--- config.mk ---
export PLATFORM = sky130hd
export DESIGN_NAME = ac_motor_pwm
export DESIGN_NICKNAME = d
export VERILOG_FILES = /design/src/rtl/ac_motor_pwm.sv
export SDC_FILE = /design/constraint.sdc
export NUM_CORES = 1
export LEC_CHECK = 0
export CAP_MARGIN = 10
export CORE_UTILIZATION = 42
export DETAILED_ROUTE_END_ITERATION = 6
export HOLD_SLACK_MARGIN = 0.06
export PLACE_DENSITY = 0.62
export SYNTH_ARGS = -nofsm -noshare
export SYNTH_HDL_FRONTEND = slang
export SYNTH_SLANG_ARGS = --single-unit
export TNS_END_PERCENT = 30
--- constraint.sdc ---
create_clock -name clk -period 3.09 [get_ports clk]
set_input_delay 0.7725 -clock clk [delete_from_list [all_inputs] [get_ports clk]]
set_output_delay 0.7725 -clock clk [all_outputs]
set_load 0.02 [all_outputs]
--- src/rtl/ac_motor_pwm.sv ---
// ac_motor_pwm: symmetric triangle-carrier PWM for one half-bridge leg; period/duty shadows reload at the valley.
// Optional macro AC_MOTOR_PWM_MIN_PULSE_EN clamps duty so no pulse or gap is narrower than MIN_PULSE.
module ac_motor_pwm #(
   parameter int WIDTH     = 11,
   parameter int MIN_PULSE = 4
) (
   input  logic             clk,
   input  logic             reset,
   input  logic             enable,
   input  logic [WIDTH-1:0] period,
   input  logic [WIDTH-1:0] duty,
   output logic             s_out,
   output logic             carrier_zero,
   output logic             carrier_peak,
   output logic [WIDTH-1:0] count
);

   typedef enum logic {DIR_UP = 1'b0, DIR_DOWN = 1'b1} dir_t;

   logic [WIDTH-1:0] count_q, count_d;
   dir_t             dir_q, dir_d;
   logic [WIDTH-1:0] period_sh_q, period_sh_d;
   logic [WIDTH-1:0] duty_sh_q, duty_sh_d;
   logic             s_out_q, s_out_d;
   logic             zero_q, zero_d;
   logic             peak_q, peak_d;
   logic             running;
   logic             shadow_load;
   logic [WIDTH-1:0] duty_eff;

`ifdef AC_MOTOR_PWM_MIN_PULSE_EN
   localparam logic [WIDTH-1:0] MinPulse = WIDTH'(MIN_PULSE);
   logic [WIDTH-1:0] gap;

   assign gap = period - duty;

   always_comb begin
      duty_eff = duty;
      if (duty < MinPulse) begin
         duty_eff = '0;
      end else if (gap < MinPulse) begin
         duty_eff = period;
      end
   end
`else
   localparam bit min_pulse_unused = (MIN_PULSE > 0);

   assign duty_eff = duty;
`endif

   assign running     = enable && (period_sh_q != '0);
   // Reload on the edge that brings the carrier back to 0, so a carrier never mixes old and new values.
   assign shadow_load = reset || !enable || (period_sh_q == '0)
                        || ((dir_q == DIR_DOWN) && (count_q == WIDTH'(1)));

   always_comb begin
      count_d     = count_q;
      dir_d       = dir_q;
      period_sh_d = period_sh_q;
      duty_sh_d   = duty_sh_q;
      if (shadow_load) begin
         period_sh_d = period;
         duty_sh_d   = duty_eff;
      end
      if (!running) begin
         count_d = '0;
         dir_d   = DIR_UP;
      end else if (dir_q == DIR_UP) begin
         count_d = count_q + WIDTH'(1);
         if (count_d == period_sh_q) dir_d = DIR_DOWN;
      end else begin
         count_d = count_q - WIDTH'(1);
         if (count_d == '0) dir_d = DIR_UP;
      end
   end

   // Comparing on the down slope with equality makes the high time exactly 2*D, centred on the valley.
   always_comb begin
      s_out_d = running && ((count_q < duty_sh_q)
                            || ((dir_q == DIR_DOWN) && (count_q == duty_sh_q))
                            || (duty_sh_q > period_sh_q));
      zero_d  = enable && (count_q == '0);
      peak_d  = running && (count_q == period_sh_q);
   end

   always_ff @(posedge clk) begin
      if (reset) begin
         count_q     <= '0;
         dir_q       <= DIR_UP;
         period_sh_q <= period;
         duty_sh_q   <= duty_eff;
         s_out_q     <= 1'b0;
         zero_q      <= 1'b0;
         peak_q      <= 1'b0;
      end else begin
         count_q     <= count_d;
         dir_q       <= dir_d;
         period_sh_q <= period_sh_d;
         duty_sh_q   <= duty_sh_d;
         s_out_q     <= s_out_d;
         zero_q      <= zero_d;
         peak_q      <= peak_d;
      end
   end

   assign s_out        = s_out_q;
   assign carrier_zero = zero_q;
   assign carrier_peak = peak_q;
   assign count        = count_q;

endmodule

==> flow_metrics.py <==
metrics = {
    "run_status": {
        "status": "finished, final reports clean",
    },
    "sta": {
        "holdWs_ns": 0.576,
        "fin_crit_sh_pct": 78.3,
        "maxSlewHeadroom_pct": 63.8,
        "fmax_ghz": 0.413,
        "rsz0062_at_grt": "false",
        "finalSetupTns_ns": 0,
        "clock_skew_ns": 0.00658,
        "period_needed_ns": 2.42,
        "finalMaxSlewViolations": 0,
        "worst_pin_slew_ns": 0.542,
        "setup_viol": 0,
        "hold_viol": 0,
    },
    "clock_network": {
        "cts_root_buf": "clkbuf_8",
        "insertion_delay_ns": 0.29,
        "post_cts_buffers": 0,
        "cts_buffer_depth": 2,
        "post_cts_resized": 0,
        "htreeDepth": 2,
        "cts_tree": "done",
        "clk_pin_slew_ns": 0.07,
        "cts.sinks": 37,
        "cts_hold_buf": 0,
        "cts_buffers": 5,
    },
    "cells_and_area": {
        "multi_input_area_sq_mm": 0.00128,
        "fin_nets": 346,
        "final_area_sq_mm": 0.00295,
        "drive_above_1_share_pct": 4.04,
        "utilization_pct": 53.6,
        "syn_to_final_growth_pct": 23.0,
        "fillers": 510,
        "ff_latch_area_sq_um": 961,
        "antenna_cells": 0,
        "finalNonFillerCells": 369,
    },
    "grt": {
        "met1_usage_pct": 23.3,
        "grt_max_degree": 23,
        "grt_use_met2_pct": 30.7,
        "grt_pass1_vias": 1788,
        "antenna_found_initial": 0,
        "overflow": 0,
        "grt_pass1_wl_um": 8490,
        "grt-busiest-layer": "met2",
        "met3_usage_pct": 4.12,
        "grt_usage_pct": 18.6,
    },
    "logic_synthesis": {
        "synth.cell_area_sq_mm": 0.00240,
        "synth_edf_count": 22,
        "synthDistinctLibCells": 41,
        "yosysSeqAreaShare_pct": 40.0,
        "synth_nets": 310,
        "yosysWarnings": 0,
        "ys_ff_latch": 37,
        "synth_async_sr_flop_share_pct": 0,
        "synth_cells": 260,
        "syn_area_per_cell_sq_um": 9.23,
        "synth_flop_cell": "edfxtp_1",
    },
    "placement": {
        "place_area_sq_mm": 0.00283,
        "io_buffers": 38,
        "gp_congestion": 0.859,
        "dpl.hpwl_um": 3890,
        "post-place-cells": 361,
    },
    "power_and_ir_drop": {
        "p_comb_share_pct": 12.9,
        "power.leakage_nw": 1.18,
        "p_seq_share_pct": 49.1,
        "power_density_mw_per_mm2": 392,
        "peakVddDrop_uv": 297,
        "power_frac_clock_pct": 38.0,
        "switching_share_pct": 23.3,
        "netSwitchingPower_mw": 0.270,
        "intPower_mw": 0.888,
    },
    "detailed_routing": {
        "drc": 0,
        "drt_iter0_drc": 208,
        "wl_per_cell_um": 13.8,
        "first_pass_iters": 4,
        "ant_nets": 0,
        "vias": 1956,
        "wl_um": 5110,
        "avgViaCountPerCell": 5.30,
    },
    "floorplanning": {
        "start_util_pct": 43.6,
        "io_pins": 39,
        "core_area_sq_mm": 0.00551,
        "dieArea_sq_mm": 0.00602,
        "rows": 27,
        "die_height_um": 77.6,
        "fp.dieW_um": 77.6,
    },
    "setup_path": {
        "crit_path_max_incr_delay_ns": 0.71,
        "cp_max_fo": 14,
        "worstPathArrival_ns": 1.65,
        "cp-end-kind": "output port",
        "cpLargestDelayFamily": "buffers and inverters",
        "required_ns": 2.32,
        "path_cells": "clkdlybuf4s50_1",
        "setup.worst_path.class": "register to output port",
        "worst-path-buf-inv": 1,
        "crit_path_top_delay_cell": "clkdlybuf4s50_1",
        "worst_setup_path_start_kind": "register",
    },
    "worst_hold_path": {
        "hold_path.class": "register to register",
    },
    "run": {
        "maxCapViolCount": 0,
    },
}
## layout make-up
cell class              instances  area share (%)
multi-input cells             184            43.5
flip-flops and latches         37            32.5
repair buffers                 39            13.1
inverters                      29            3.69
well taps                      72            3.05
clock buffers                   6            2.80
clock inverters                 2            1.27
## through the flow
stage | total power, mW | setup WS (ns)
floorplan | 0.666 | 0.829
global placement | 0.729 | 0.646
detailed placement | 0.732 | 0.618
CTS | 1.17 | 0.660
global route | 1.21 | 0.594
finish | 1.16 | 0.671
## worst register-to-register path: cells and delay by family (launching register included)
kind	cells	cell delay [ns]
adder cells (fa/ha/maj)	1	0.35
XOR/XNOR	1	0.17
buffers and inverters	1	0.12
flip-flops	1	0.51
AND/OR/NAND/NOR	2	0.93
AO/OA/AOI/OAI	1	0.12
## routing by layer
metal  share of wire, %  vias to the layer above
li1                   -                      990
met1                 43                      891
met2                 49                       66
met3                4.9                        9
met4                2.3                        0
met5                  0                        -
## state kept, by name, indices dropped and copies added, names as in the netlist
name	cells
carrier_peak	1
carrier_zero	1
count	11
dir_q	1
duty_sh_q	11
period_sh_q	11
s_out	1
## placed cells by master, fill, tap and decap left out, types with 3 or more instances in the layout
cell,instances
clkdlybuf4s50_1,38
inv_1,29
nor2_1,28
ha_1,25
edfxtp_1,22
dfxtp_1,15
nor3_1,14
xor2_1,14
xnor2_1,13
o21ai_0,12
nand3_1,10
nand4_1,9
a21oi_1,9
nor4_1,7
nand2_1,6
clkbuf_8,6
or3_1,3
nor2b_1,3
a21o_1,3
a211oi_1,3
## cells in the mapped netlist, drive strengths merged, types with 9 or more instances
| cell | n | share of area [%] |
|---|---|---|
| inv | 29 | 4.5 |
| nor2 | 28 | 4.4 |
| ha | 25 | 13 |
| edfxtp | 22 | 28 |
| dfxtp | 15 | 13 |
| xor2 | 15 | 5.8 |
| nor3 | 14 | 2.9 |
| xnor2 | 13 | 4.7 |
| o21ai | 12 | 2.5 |
| nand3 | 10 | 2.1 |
| a21oi | 9 | 1.9 |
| nand4 | 9 | 2.3 |
## power groups by stage
stage	registers [mW]	clock network, mW	logic [mW]
after floorplan	0.577	0	0.0888
after global placement	0.580	0	0.149
after detailed placement	0.580	0	0.152
after CTS	0.569	0.452	0.152
after global routing	0.572	0.466	0.172
final	0.569	0.440	0.150
## path summary, 6_finish.rpt
kind / cells after the start / startpoint / end / slack (ns)
max: 1 / count[2] / count[2] / 0.67
min: 1 / count[0] / count[0] / 0.58
max reg2reg: 6 / count[0] / dir_q / 0.82
min reg2reg: 1 / count[0] / count[0] / 0.58
## cell families (layout without fill, tap and decap cells)
| group | after synthesis | after routing | synth area share, % |
|---|---|---|---|
| AO/OA/AOI/OAI | 38 | 38 | 9.90 |
| XOR/XNOR | 28 | 28 | 10.5 |
| adder cells (fa/ha/maj) | 25 | 25 | 13.0 |
| buffers and inverters | 39 | 76 | 6.46 |
| flip-flops | 37 | 37 | 40.0 |
| multiplexers | 1 | 1 | 0.417 |
| AND/OR/NAND/NOR | 92 | 92 | 19.6 |
No activity file was read; power rests on OpenSTA's default activity.
